--- src/rtl/ysyx_22041211_arb_pkg.sv ---
// Shared types and constants for the IFU/LSU memory arbiter.
// The request struct is sized by the package widths. The arbiter's ADDR_LEN,
// DATA_LEN and MASK_LEN parameters are expected to keep these values.
package ysyx_22041211_arb_pkg;

    localparam int ARB_ADDR_LEN = 32;
    localparam int ARB_DATA_LEN = 32;
    localparam int ARB_MASK_LEN = 8;

    // Instruction fetches are always full-word reads.
    localparam logic [ARB_MASK_LEN-1:0] IFU_WMASK = 8'b00001111;

    typedef enum logic [1:0] {
        IDLE = 2'd0,
        REQ  = 2'd1,
        WAIT = 2'd2,
        RESP = 2'd3
    } arb_state_t;

    typedef enum logic {
        OWN_IFU = 1'b0,
        OWN_LSU = 1'b1
    } arb_owner_t;

    typedef struct packed {
        logic [ARB_ADDR_LEN-1:0] addr;
        logic                    wen;
        logic [ARB_DATA_LEN-1:0] wdata;
        logic [ARB_MASK_LEN-1:0] wmask;
    } arb_req_t;

    // Build the latched request for an instruction fetch. A fetch never
    // writes, so wen and wdata are zero and the mask is the fixed fetch mask.
    function automatic arb_req_t ifu_request(input logic [ARB_ADDR_LEN-1:0] addr);
        arb_req_t r;
        r.addr  = addr;
        r.wen   = 1'b0;
        r.wdata = '0;
        r.wmask = IFU_WMASK;
        return r;
    endfunction

endpackage

--- src/rtl/ysyx_22041211_arb_pick.sv ---
// Combinational winner select between the IFU and LSU request lines.
// A grant is raised only while enable is high, and only for a valid requester,
// so a grant is also the handshake for that requester.
// The build option YSYX_22041211_ARB_RR_EN selects round-robin arbitration
// with a last_grant register. Without it, the LSU has fixed priority over the IFU.
module ysyx_22041211_arb_pick (
    input  logic clk,
    input  logic rst,
    input  logic enable,
    input  logic ifu_valid,
    input  logic lsu_valid,
    output logic ifu_grant,
    output logic lsu_grant
);
    import ysyx_22041211_arb_pkg::*;

`ifdef YSYX_22041211_ARB_RR_EN
    arb_owner_t last_grant_reg;
    arb_owner_t last_grant_next;
    logic       prefer_ifu;

    // On a tie, the requester that was not served last goes first.
    assign prefer_ifu = (last_grant_reg == OWN_LSU);

    // Grant select and last-grant bookkeeping.
    always_comb begin
        ifu_grant       = 1'b0;
        lsu_grant       = 1'b0;
        last_grant_next = last_grant_reg;
        if (enable) begin
            if (ifu_valid && lsu_valid) begin
                ifu_grant = prefer_ifu;
                lsu_grant = !prefer_ifu;
            end else begin
                ifu_grant = ifu_valid;
                lsu_grant = lsu_valid;
            end
        end
        if (ifu_grant) begin
            last_grant_next = OWN_IFU;
        end else if (lsu_grant) begin
            last_grant_next = OWN_LSU;
        end
    end

    // last_grant resets to LSU, so the IFU wins the first tie.
    always_ff @(posedge clk) begin
        if (!rst) begin
            last_grant_reg <= OWN_LSU;
        end else begin
            last_grant_reg <= last_grant_next;
        end
    end
`else
    // Fixed priority holds no state, so the clock and reset are not used.
    logic unused_clk_rst;
    assign unused_clk_rst = clk ^ rst;

    // Fixed priority: the LSU beats the IFU.
    always_comb begin
        lsu_grant = enable && lsu_valid;
        ifu_grant = enable && ifu_valid && !lsu_valid;
    end
`endif

endmodule

--- src/rtl/ysyx_22041211_mem_arbiter.sv ---
// Single-port memory arbiter between the IFU (read-only) and the LSU (read/write).
// It allows one outstanding transaction, sequenced IDLE -> REQ -> WAIT -> RESP.
// If memory does not respond in time, the transaction ends with an error response.
// Build option: YSYX_22041211_ARB_RR_EN enables round-robin arbitration in
// ysyx_22041211_arb_pick. Otherwise the LSU has fixed priority.
module ysyx_22041211_mem_arbiter #(
    parameter int ADDR_LEN       = 32,
    parameter int DATA_LEN       = 32,
    parameter int MASK_LEN       = 8,
    parameter int TIMEOUT_CYCLES = 255
) (
    input  logic                clk,
    input  logic                rst,

    input  logic                ifu_req_valid,
    output logic                ifu_req_ready,
    input  logic [ADDR_LEN-1:0] ifu_addr,
    output logic                ifu_resp_valid,
    output logic [DATA_LEN-1:0] ifu_rdata,
    output logic                ifu_resp_err,

    input  logic                lsu_req_valid,
    output logic                lsu_req_ready,
    input  logic [ADDR_LEN-1:0] lsu_addr,
    input  logic                lsu_wen,
    input  logic [DATA_LEN-1:0] lsu_wdata,
    input  logic [MASK_LEN-1:0] lsu_wmask,
    output logic                lsu_resp_valid,
    output logic [DATA_LEN-1:0] lsu_rdata,
    output logic                lsu_resp_err,

    output logic                mem_req_valid,
    input  logic                mem_req_ready,
    output logic [ADDR_LEN-1:0] mem_addr,
    output logic                mem_wen,
    output logic [DATA_LEN-1:0] mem_wdata,
    output logic [MASK_LEN-1:0] mem_wmask,
    input  logic                mem_resp_valid,
    input  logic [DATA_LEN-1:0] mem_rdata
);
    import ysyx_22041211_arb_pkg::*;

    // The counter only has to reach TIMEOUT_CYCLES-1. It is cleared whenever
    // WAIT is left, so it never wraps.
    localparam int             CNT_W    = $clog2(TIMEOUT_CYCLES + 1);
    localparam logic [CNT_W-1:0] CNT_LAST = CNT_W'(TIMEOUT_CYCLES - 1);
    localparam logic [CNT_W-1:0] CNT_ONE  = CNT_W'(1);

    arb_state_t          state_reg, state_next;
    arb_owner_t          owner_reg, owner_next;
    arb_req_t            req_reg, req_next;
    logic [CNT_W-1:0]    cnt_reg, cnt_next;
    logic [DATA_LEN-1:0] rdata_reg, rdata_next;
    logic                err_reg, err_next;

    logic                ifu_grant, lsu_grant;
    logic                arb_enable;
    logic [1:0]          resp_valid_vec;

    // Requests are accepted only in IDLE. They are also refused while reset
    // is held, so both ready outputs stay low during reset.
    assign arb_enable = (state_reg == IDLE) && rst;

    ysyx_22041211_arb_pick u_pick (
        .clk       (clk),
        .rst       (rst),
        .enable    (arb_enable),
        .ifu_valid (ifu_req_valid),
        .lsu_valid (lsu_req_valid),
        .ifu_grant (ifu_grant),
        .lsu_grant (lsu_grant)
    );

    assign ifu_req_ready = ifu_grant;
    assign lsu_req_ready = lsu_grant;

    // Next-state logic: latch the request, issue it, then wait for the
    // response or the timeout.
    always_comb begin
        state_next = state_reg;
        owner_next = owner_reg;
        req_next   = req_reg;
        cnt_next   = cnt_reg;
        rdata_next = rdata_reg;
        err_next   = err_reg;

        unique case (state_reg)
            IDLE: begin
                if (lsu_grant) begin
                    owner_next     = OWN_LSU;
                    req_next.addr  = ARB_ADDR_LEN'(lsu_addr);
                    req_next.wen   = lsu_wen;
                    req_next.wdata = ARB_DATA_LEN'(lsu_wdata);
                    req_next.wmask = ARB_MASK_LEN'(lsu_wmask);
                    state_next     = REQ;
                end else if (ifu_grant) begin
                    owner_next = OWN_IFU;
                    req_next   = ifu_request(ARB_ADDR_LEN'(ifu_addr));
                    state_next = REQ;
                end
            end
            REQ: begin
                if (mem_req_ready) begin
                    cnt_next   = '0;
                    state_next = WAIT;
                end
            end
            WAIT: begin
                cnt_next = cnt_reg + CNT_ONE;
                // If the response and the timeout land in the same cycle,
                // the response is used.
                if (mem_resp_valid) begin
                    rdata_next = req_reg.wen ? '0 : mem_rdata;
                    err_next   = 1'b0;
                    cnt_next   = '0;
                    state_next = RESP;
                end else if (cnt_reg == CNT_LAST) begin
                    rdata_next = '0;
                    err_next   = 1'b1;
                    cnt_next   = '0;
                    state_next = RESP;
                end
            end
            RESP: begin
                state_next = IDLE;
            end
            default: begin
                state_next = IDLE;
            end
        endcase
    end

    // State and datapath registers. Reset abandons any transaction in flight
    // and gives no response for it.
    always_ff @(posedge clk) begin
        if (!rst) begin
            state_reg <= IDLE;
            owner_reg <= OWN_IFU;
            req_reg   <= '0;
            cnt_reg   <= '0;
            rdata_reg <= '0;
            err_reg   <= 1'b0;
        end else begin
            state_reg <= state_next;
            owner_reg <= owner_next;
            req_reg   <= req_next;
            cnt_reg   <= cnt_next;
            rdata_reg <= rdata_next;
            err_reg   <= err_next;
        end
    end

    // The downstream request comes straight from the latched registers, so
    // it holds steady until it is accepted.
    assign mem_req_valid = (state_reg == REQ);
    assign mem_addr      = ADDR_LEN'(req_reg.addr);
    assign mem_wen       = req_reg.wen;
    assign mem_wdata     = DATA_LEN'(req_reg.wdata);
    assign mem_wmask     = MASK_LEN'(req_reg.wmask);

    // Response pulse for the owner only. Index 0 is the IFU and index 1 is the LSU.
    for (genvar gi = 0; gi < 2; gi++) begin : g_resp
        localparam arb_owner_t OWN = (gi == 0) ? OWN_IFU : OWN_LSU;
        assign resp_valid_vec[gi] = (state_reg == RESP) && (owner_reg == OWN);
    end

    assign ifu_resp_valid = resp_valid_vec[0];
    assign lsu_resp_valid = resp_valid_vec[1];
    assign ifu_rdata      = rdata_reg;
    assign lsu_rdata      = rdata_reg;
    assign ifu_resp_err   = err_reg;
    assign lsu_resp_err   = err_reg;

endmodule

--- config.mk ---
export PLATFORM = sky130hd
export DESIGN_NAME = ysyx_22041211_mem_arbiter
export DESIGN_NICKNAME = d
export VERILOG_FILES = /design/src/rtl/ysyx_22041211_arb_pkg.sv /design/src/rtl/ysyx_22041211_arb_pick.sv /design/src/rtl/ysyx_22041211_mem_arbiter.sv
export SDC_FILE = /design/constraint.sdc
export NUM_CORES = 1
export LEC_CHECK = 0
export ABC_AREA = 0
export CAP_MARGIN = 20
export CORE_MARGIN = 3
export CORE_UTILIZATION = 41
export DETAILED_ROUTE_END_ITERATION = 10
export GPL_TIMING_DRIVEN = 1
export PLACE_DENSITY = 0.85
export SLEW_MARGIN = 5
export SYNTH_ARGS = -nofsm -noshare
export SYNTH_HDL_FRONTEND = slang
export SYNTH_SLANG_ARGS = --single-unit
--- constraint.sdc ---
create_clock -name clk -period 4.2 [get_ports clk]
set_input_delay 1.05 -clock clk [delete_from_list [all_inputs] [get_ports clk]]
set_output_delay 1.05 -clock clk [all_outputs]
set_load 0.02 [all_outputs]
==> flow_summary.ini, run 1 <==
[status]
status = finished, final reports clean

[yosys]
ys.warnings.count = 0
avgSynthCellArea_sq_um = 8.92
yosysTopAreaCellShare_pct = 46.5
syn-cell-area_sq_um = 5040
synthTopCellsByArea = dfxtp_1 46%, nand2_1 10%, mux2i_1 6.8%
synth_nets = 714
synth_edf_count = 0
synth_top_cell_by_area = dfxtp_1
yosysSeqAreaShare_pct = 46.5
synth.most_common_cell = nand2_1
synthTopCellsByCount = 135 x nand2_1, 117 x dfxtp_1, 86 x nor2_1, 38 x a22oi_1, 36 x buf_4
synthCells = 565
synthFlopType = dfxtp_1
synth_cell_types = 37
async_flop_share_pct = 0
synth_seq_cells = 117

[sta]
setup_tns_ns = 0
setup_violations = 0
finalHoldViolCount = 0
period_minus_slack_ns = 3.74
slew_viol_final = 0
worst_pin_slew_ns = 1.05
max_freq_mhz = 267
relSlewSlack_pct = 30.3
skew_ns = 0.0108
min_period_over_period_pct = 89.2
rsz0062_at_grt = no

[placed_design]
post-place-cells = 931
place_hpwl_mm = 12.2
gp_congestion = 0.816
port_buffers = 286

[layout]
seq_area_sq_um = 2340
layout.nets = 956
diodes = 0
multi_input_area_sq_um = 2210
fillCellCount = 849
stdcell_count = 960
synthToLayoutAreaGrowth_pct = 64.2
drive_above_1_share_pct = 7.96

[grt]
grt_max_degree = 70
met1_usage_pct = 24.6
antenna_found_initial = 0
track_usage_pct = 24.2
met2_usage_pct = 43.2
gr-max-usage-layer = met2
grt_pass1_vias = 5072
grt_pass1_wl_mm = 25.4
use_met3_pct = 9.36
grt_remaining_overflow = 0

[clock_network]
clkTransAtPathRegs_ns = 0.05
cts_tree = built
cts.sinks = 117
cts_root_buffer = clkbuf_16
cts_buffers = 17
cts_max_path_buffers = 2
postCtsHoldBufs = 0
post_cts.repair.setup_buffers = 0
clkLatencyLatePin_ns = 0.41
cts_resized = 0
htree_num_levels = 4

[critical_path]
worst_path_most_repeated_cell = clkdlybuf4s50_1
start_kind = input pin
worstSetupPathType = in -> out
cp_max_fo = 3
crit_chain = clkdlybuf4s50_1 > nand2_2 > nor3b_1 > clkdlybuf4s50_1
rr_startpoint = state_reg[0]
critPathBufInv = 2
critPathRequiredTime_ns = 3.15
reg2reg_to = mem_addr[3]
worst_path_max_delay_cell = clkdlybuf4s50_1
crit_family = buffers and inverters
reg2reg_slack_ns = 1.88
end_kind = output port
arrival_ns = 2.69
cpPeakStageDelay_ns = 0.68
reg2reg_depth = 7

[power_and_ir_drop]
peakVddDrop_v = 0.000306
seqPwrFrac_pct = 32.3
p_leak_nw = 3.25
p_sw_share_pct = 33.2
internal_power_mw = 2.89
powerDensity_nw_per_um2 = 523
pwr-share-comb_pct = 36.1
p_switching_mw = 1.44
pwr-share-clk_pct = 31.6

[route]
drt_iter0_markers = 293
vias_per_cell = 5.19
drc_errors = 0
detail_route.wl_per_cell_microns = 17.6
finalWirelength_mm = 16.9
postRouteAntennaNets = 0
dr_total_vias = 4985
dr.pass1.iters = 5

[worst_hold_path]
worstHoldPathCells = 2
min_to = ifu_rdata[10]
min-delay-start = ifu_rdata[10]
hold_path.class = reg -> reg

[floorplan]
rows = 39
die-height_microns = 117
die_x_microns = 117
dieArea_sq_um = 13700
core_sq_um = 11700
io_pins = 287
initial_core_util_pct = 43.0

[job]
cap_violations = 0
==> layout by cell type (no fill, tap or decap), drive strengths merged, types with 2 or more instances in the layout <==
master,instances
clkdlybuf4s50,286
nor2b,2
buf,10
o22ai,4
mux2i,34
inv,6
a21oi,3
xnor2,3
nand2,136
clkinv,3
nand3,2
nor3b,2
clkbuf,25
ha,6
o21ai,2
xor2,3
a311oi,32
and3,2
nor3,2
nor2,87
nand2b,2
a22oi,38
dfxtp,117
==> cells by family (layout without fill, tap and decap cells) <==
logic type | after synthesis | count (layout) | share of synthesized area, %
simple gates | 239 | 239 | 18.8
flops | 117 | 117 | 46.5
compound gates | 83 | 83 | 15.4
buf+inv | 79 | 331 | 9.84
mux | 35 | 35 | 6.98
fa+ha+maj | 6 | 6 | 1.49
xor+xnor | 6 | 6 | 1.04
==> worst max path at each step <==
stage               startpoint       endpoint  slack [ns]  cells after the start
global route               rst  ifu_req_ready        0.34                      4
CTS                        rst  ifu_req_ready        0.38                      4
detailed placement         rst  ifu_req_ready        0.41                      4
finish                     rst  ifu_req_ready        0.46                      4
floorplan                  rst  ifu_req_ready        1.50                      2
global placement           rst  ifu_req_ready        0.36                      4
==> power by group through the flow <==
stage / clock network, mW / registers, mW / logic [mW]
global placement: 0 / 1.40 / 1.49
global route: 1.44 / 1.42 / 1.68
detailed placement: 0 / 1.41 / 1.55
floorplan: 0 / 1.58 / 0.761
CTS: 1.39 / 1.40 / 1.57
finish: 1.37 / 1.40 / 1.56
==> worst register-to-register path, delay by kind of cell (launching register included) <==
kind	cells	cell delay, ns
AND/OR/NAND/NOR	3	0.76
buffers and inverters	2	0.55
flip-flops	1	0.33
adder cells (fa/ha/maj)	1	0.30
AO/OA/AOI/OAI	1	0.28
==> through the flow <==
| step | area (sq um) | total power, mW | utilization, % | setup WS, ns | hold slack (ns) |
|---|---|---|---|---|---|
| 6_report | 8270 | 4.33 | 70.6 | 0.455 | 0.474 |
| 5_1_grt | 8270 | 4.54 | 70.6 | 0.345 | 0.502 |
| 4_1_cts | 8270 | 4.36 | 70.6 | 0.382 | 0.480 |
| 3_5_place_dp | 7710 | 2.97 | 65.8 | 0.407 | 0.469 |
| 3_3_place_gp | 7680 | 2.89 | 65.6 | 0.364 | 0.458 |
| 2_1_floorplan | 5040 | 2.35 | - | 1.50 | 0.471 |
==> layout make-up <==
cell class | count | share of cell area (%)
clock inverter | 4 | 0.545
inverter | 6 | 0.272
timing repair buffer | 296 | 35.8
sequential | 117 | 28.3
multi-input combinational | 369 | 26.7
clock buffer | 25 | 6.23
tap | 143 | 2.16
==> metal layers <==
metal	vias to the layer above	part of all wire [%]	routed length, microns
met5	-	0	0
met4	0	2.9	497
met3	39	9.7	1640
met2	236	52	8750
met1	2341	36	6050
li1	2369	-	-
Note: power is estimated with default switching activity, not from simulation.
==> inputs of run 2 (changes only) <==
- SLEW_MARGIN: 5 -> 20
==> flow_summary.ini, run 2 (synthesized netlist as in run 1, its figures left out) <==
[status]
status = finished, final reports clean

[sta]
relSlewSlack_pct = 29.8
setup_violations = 0
whs_ns = 0.477
finalHoldViolCount = 0
skew_ns = 0.00687
max_freq_mhz = 266
period_minus_slack_ns = 3.77
slew_viol_final = 0
min_period_over_period_pct = 89.7
setup_tns_ns = 0
worst_pin_slew_ns = 1.05
rsz0062_at_grt = no

[critical_path]
reg2reg_slack_ns = 1.90
reg2reg_depth = 7
critPathRequiredTime_ns = 3.15
reg2reg_to = mem_addr[27]
rr_startpoint = state_reg[0]
arrival_ns = 2.72
cp_max_fo = 3
worstSetupPathType = in -> out
crit_start = rst
end_kind = output port
start_kind = input pin

[power_and_ir_drop]
peakVddDrop_v = 0.000334
powerDensity_nw_per_um2 = 521
total_power_mw = 4.29
internal_power_mw = 2.88
pwr-share-comb_pct = 35.8
p_leak_nw = 3.24
p_sw_share_pct = 33.0
pwr-share-clk_pct = 31.6
p_switching_mw = 1.42
seqPwrFrac_pct = 32.5

[grt]
antenna_found_initial = 0
grt_max_degree = 70
grt_remaining_overflow = 0
grt_pass1_vias = 5066
track_usage_pct = 23.9
grt_pass1_wl_mm = 25.4

[route]
dr_total_vias = 4978
dr.pass1.iters = 4
finalWirelength_mm = 16.5
drt_iter0_markers = 320
postRouteAntennaNets = 0
vias_per_cell = 5.19
detail_route.wl_per_cell_microns = 17.2
drc_errors = 0

[clock_network]
htree_num_levels = 4
cts_tree = built
clkLatencyLatePin_ns = 0.41
cts_root_buffer = clkbuf_16
cts_buffers = 17
cts_max_path_buffers = 2
clkTransAtPathRegs_ns = 0.05
cts_resized = 0
cts.sinks = 117
post_cts.repair.setup_buffers = 0
postCtsHoldBufs = 0

[floorplan]
io_pins = 287
rows = 39
core_sq_um = 11700
initial_core_util_pct = 43.0
die-height_microns = 117
die_x_microns = 117
dieArea_sq_um = 13700

[layout]
diodes = 0
stdcell_count = 959
final_cell_area_sq_um = 8240
final_cell_mix = 286 x clkdlybuf4s50_1, 135 x nand2_1, 117 x dfxtp_1, 85 x nor2_1, 38 x a22oi_1
drive_above_1_share_pct = 7.97
layout.nets = 955
layout_commonest_cell = clkdlybuf4s50_1
synthToLayoutAreaGrowth_pct = 63.7

[worst_hold_path]
worstHoldPathCells = 2
hold_path.class = reg -> reg
min_to = ifu_rdata[18]
min-delay-start = ifu_rdata[18]

[placed_design]
gp_congestion = 0.816
post-place-cells = 930
place_hpwl_mm = 12.2
port_buffers = 286
place_area_sq_um = 7680

[job]
cap_violations = 0
==> run 2: cell types whose count changed in the layout (fill, tap and decap cells not counted), sizes merged <==
| cell | before | now |
|---|---|---|
| buf | 10 | 9 |
==> run 2: final cells by class <==
cell class,count,area [sq um]
Inverter,6,22.5
Tap cell,143,179
Clock inverter,4,45.0
Clock buffer,25,515
Timing Repair Buffer,295,2930
Multi-Input combinational cell,369,2210
Fill cell,858,3470
Sequential cell,117,2340
==> run 2: metrics by stage <==
step / worst slack [ns] / utilization [%]
finish: 0.434 / 70.4
global route: 0.345 / 70.4
CTS: 0.395 / 70.4
detailed placement: 0.420 / 65.6
global placement: 0.364 / 65.6
floorplan: 1.50 / -
==> run 2: worst max-delay path, stage by stage <==
cell	delay, ns
clkdlybuf4s50_1	0.52
nand2_2	0.10
nor3b_1	0.36
clkdlybuf4s50_1	0.69
==> run 2: routing by layer <==
metal	track usage (%)	up-vias	routed length, microns	part of all wire, %
met4	11.4	0	474	2.9
met5	0	-	0	0
met2	42.1	241	8560	52
met1	25.0	2333	5920	36
met3	9.20	34	1560	9.4
li1	-	2370	-	-
==> run 2: power groups by stage <==
stage                     sequential [mW]  combinational, mW  clock, mW
after floorplan                      1.58              0.761          0
after global routing                 1.42               1.66       1.44
after CTS                            1.40               1.55       1.38
after detailed placement             1.41               1.54          0
final                                1.40               1.54       1.36
after global placement               1.40               1.49          0
==> run 2: worst max-delay path by stage <==
stage | end | slack, ns | depth (start not counted)
after floorplan | ifu_req_ready | 1.50 | 2
after global placement | ifu_req_ready | 0.36 | 4
after detailed placement | ifu_req_ready | 0.42 | 4
after CTS | ifu_req_ready | 0.40 | 4
after global routing | ifu_req_ready | 0.35 | 4
final | ifu_req_ready | 0.43 | 4
==> inputs of run 3 (changes only) <==
- CAP_MARGIN: 20 -> default
- CORE_AREA: default -> 3 3 111 113
- CORE_MARGIN: 3 -> default
- CORE_UTILIZATION: 41 -> default
- DIE_AREA: default -> 0 0 114 116
- DONT_BUFFER_PORTS: default -> 1
- PLACE_DENSITY: 0.85 -> 0.64
==> flow_summary.ini, run 3 (synthesized netlist as in run 1, its figures left out) <==
[placed_design]
place_hpwl_mm = 9.16
gp_congestion = 0.771
port_buffers = 0

[layout]
layout.nets = 667
seq_area_sq_um = 2340
multi_input_area_sq_um = 2210
fillCellCount = 1067
layout_commonest_cell = nand2_1
drive_above_1_share_pct = 12.6
synthToLayoutAreaGrowth_pct = 7.43
final_cell_mix = 135 x nand2_1, 117 x dfxtp_1, 85 x nor2_1, 38 x a22oi_1, 34 x mux2i_1
diodes = 0

[critical_path]
reg2reg_depth = 8
worstSetupEndpoint = lsu_req_ready
end_kind = output port
critPathRequiredTime_ns = 3.15
cp_max_fo = 37
reg2reg_slack_ns = 1.74
worstSetupPathType = reg -> out
crit_start = state_reg[0]
arrival_ns = 1.76
rr_startpoint = state_reg[0]
reg2reg_to = mem_addr[13]
start_kind = flip-flop

[floorplan]
initial_core_util_pct = 44.1
rows = 39
core_sq_um = 11400
die_x_microns = 114
dieArea_sq_um = 13200
die-height_microns = 116
io_pins = 287

[sta]
max_freq_mhz = 356
setup_tns_ns = 0
skew_ns = 0.00664
period_minus_slack_ns = 2.81
relSlewSlack_pct = 32.1
finalHoldViolCount = 0
setup_violations = 0
min_period_over_period_pct = 66.8
slew_viol_final = 0
rsz0062_at_grt = no
worst_pin_slew_ns = 1.02

[grt]
grt_pass1_wl_mm = 18.9
grt_max_degree = 70
track_usage_pct = 18.2
antenna_found_initial = 0
grt_remaining_overflow = 0
grt_pass1_vias = 3644

[power_and_ir_drop]
powerDensity_nw_per_um2 = 721
total_power_mw = 3.90
p_leak_nw = 2.18
peakVddDrop_v = 0.000503

[route]
finalWirelength_mm = 12.8
postRouteAntennaNets = 0
vias_per_cell = 5.61
drt_iter0_markers = 211
drc_errors = 0
dr_total_vias = 3781
detail_route.wl_per_cell_microns = 19.0
dr.pass1.iters = 4

[clock_network]
cts_buffers = 17
post_cts.repair.setup_buffers = 0
cts_tree = built
cts.sinks = 117
cts_root_buffer = clkbuf_16
cts_resized = 0
cts_max_path_buffers = 2
htree_num_levels = 4
clkTransAtPathRegs_ns = 0.06
clkLatencyLatePin_ns = 0.40
postCtsHoldBufs = 0

[worst_hold_path]
hold_path.class = reg -> reg

[status]
status = finished, final reports clean

[job]
cap_violations = 0
run 3: cell types whose count changed in the layout (fill, tap and decap cells not counted):
| cell | delta |
|---|---|
| nor2_4 | +1 |
| buf_4 | -2 |
| clkinvlp_4 | +4 |
| clkdlybuf4s50_1 | -286 |
| clkinv_4 | +2 |
| clkbuf_1 | -1 |
| nor2_2 | -1 |
| clkinv_2 | +1 |
| bufinv_16 | +2 |
| clkbuf_8 | -5 |
run 3: worst min-delay path by stage:
| stage | startpoint | end | cells after the start |
|---|---|---|---|
| final | cnt_reg[7] | cnt_reg[7] | 2 |
| after global routing | state_reg[1] | state_reg[1] | 2 |
| after CTS | state_reg[1] | state_reg[1] | 2 |
| after detailed placement | cnt_reg[7] | cnt_reg[7] | 2 |
| after global placement | state_reg[1] | state_reg[1] | 2 |
| after floorplan | state_reg[1] | state_reg[1] | 2 |
run 3: where the power goes:
part	total (mW)	switching, mW	internal, mW
Combinational	0.797	0.500	0.297
Sequential	1.64	0.354	1.29
Clock	1.46	0.518	0.945
Total	3.90	1.37	2.53
run 3: per-stage QoR:
| stage | hold slack, ns | worst slack (ns) | area (sq um) | cells | util (%) |
|---|---|---|---|---|---|
| after floorplan | 0.471 | 1.50 | 5040 | 565 | - |
| after global placement | 0.486 | 1.54 | 4810 | 642 | 42.1 |
| after detailed placement | 0.506 | 1.53 | 4810 | 642 | 42.1 |
| after CTS | 0.522 | 1.38 | 5410 | 674 | 47.3 |
| after global routing | 0.553 | 1.26 | 5410 | 674 | 47.4 |
| final | 0.515 | 1.39 | 5410 | 674 | 47.4 |
run 3: cell type report:
class	count	area share, %
Clock buffer	19	8.18
Clock inverter	13	2.91
Inverter	6	0.416
Multi-Input combinational cell	369	40.9
Sequential cell	117	43.3
Tap cell	143	3.31
Timing Repair Buffer	7	0.971
run 3: worst max-delay path, cell delays in order (launching register included):
cell and delay [ns]:
dfxtp_1 0.36, inv_1 0.09, ha_1 0.30, nand3_2 0.09, buf_4 0.35, inv_2 0.14
run 3: per-layer routing:
layer	GRT usage [%]	part of all wire (%)	vias to the layer above
li1	-	-	1797
met1	20.9	40	1742
met2	29.9	49	219
met3	7.05	8.4	23
met4	8.47	2.4	0
met5	0	0	-
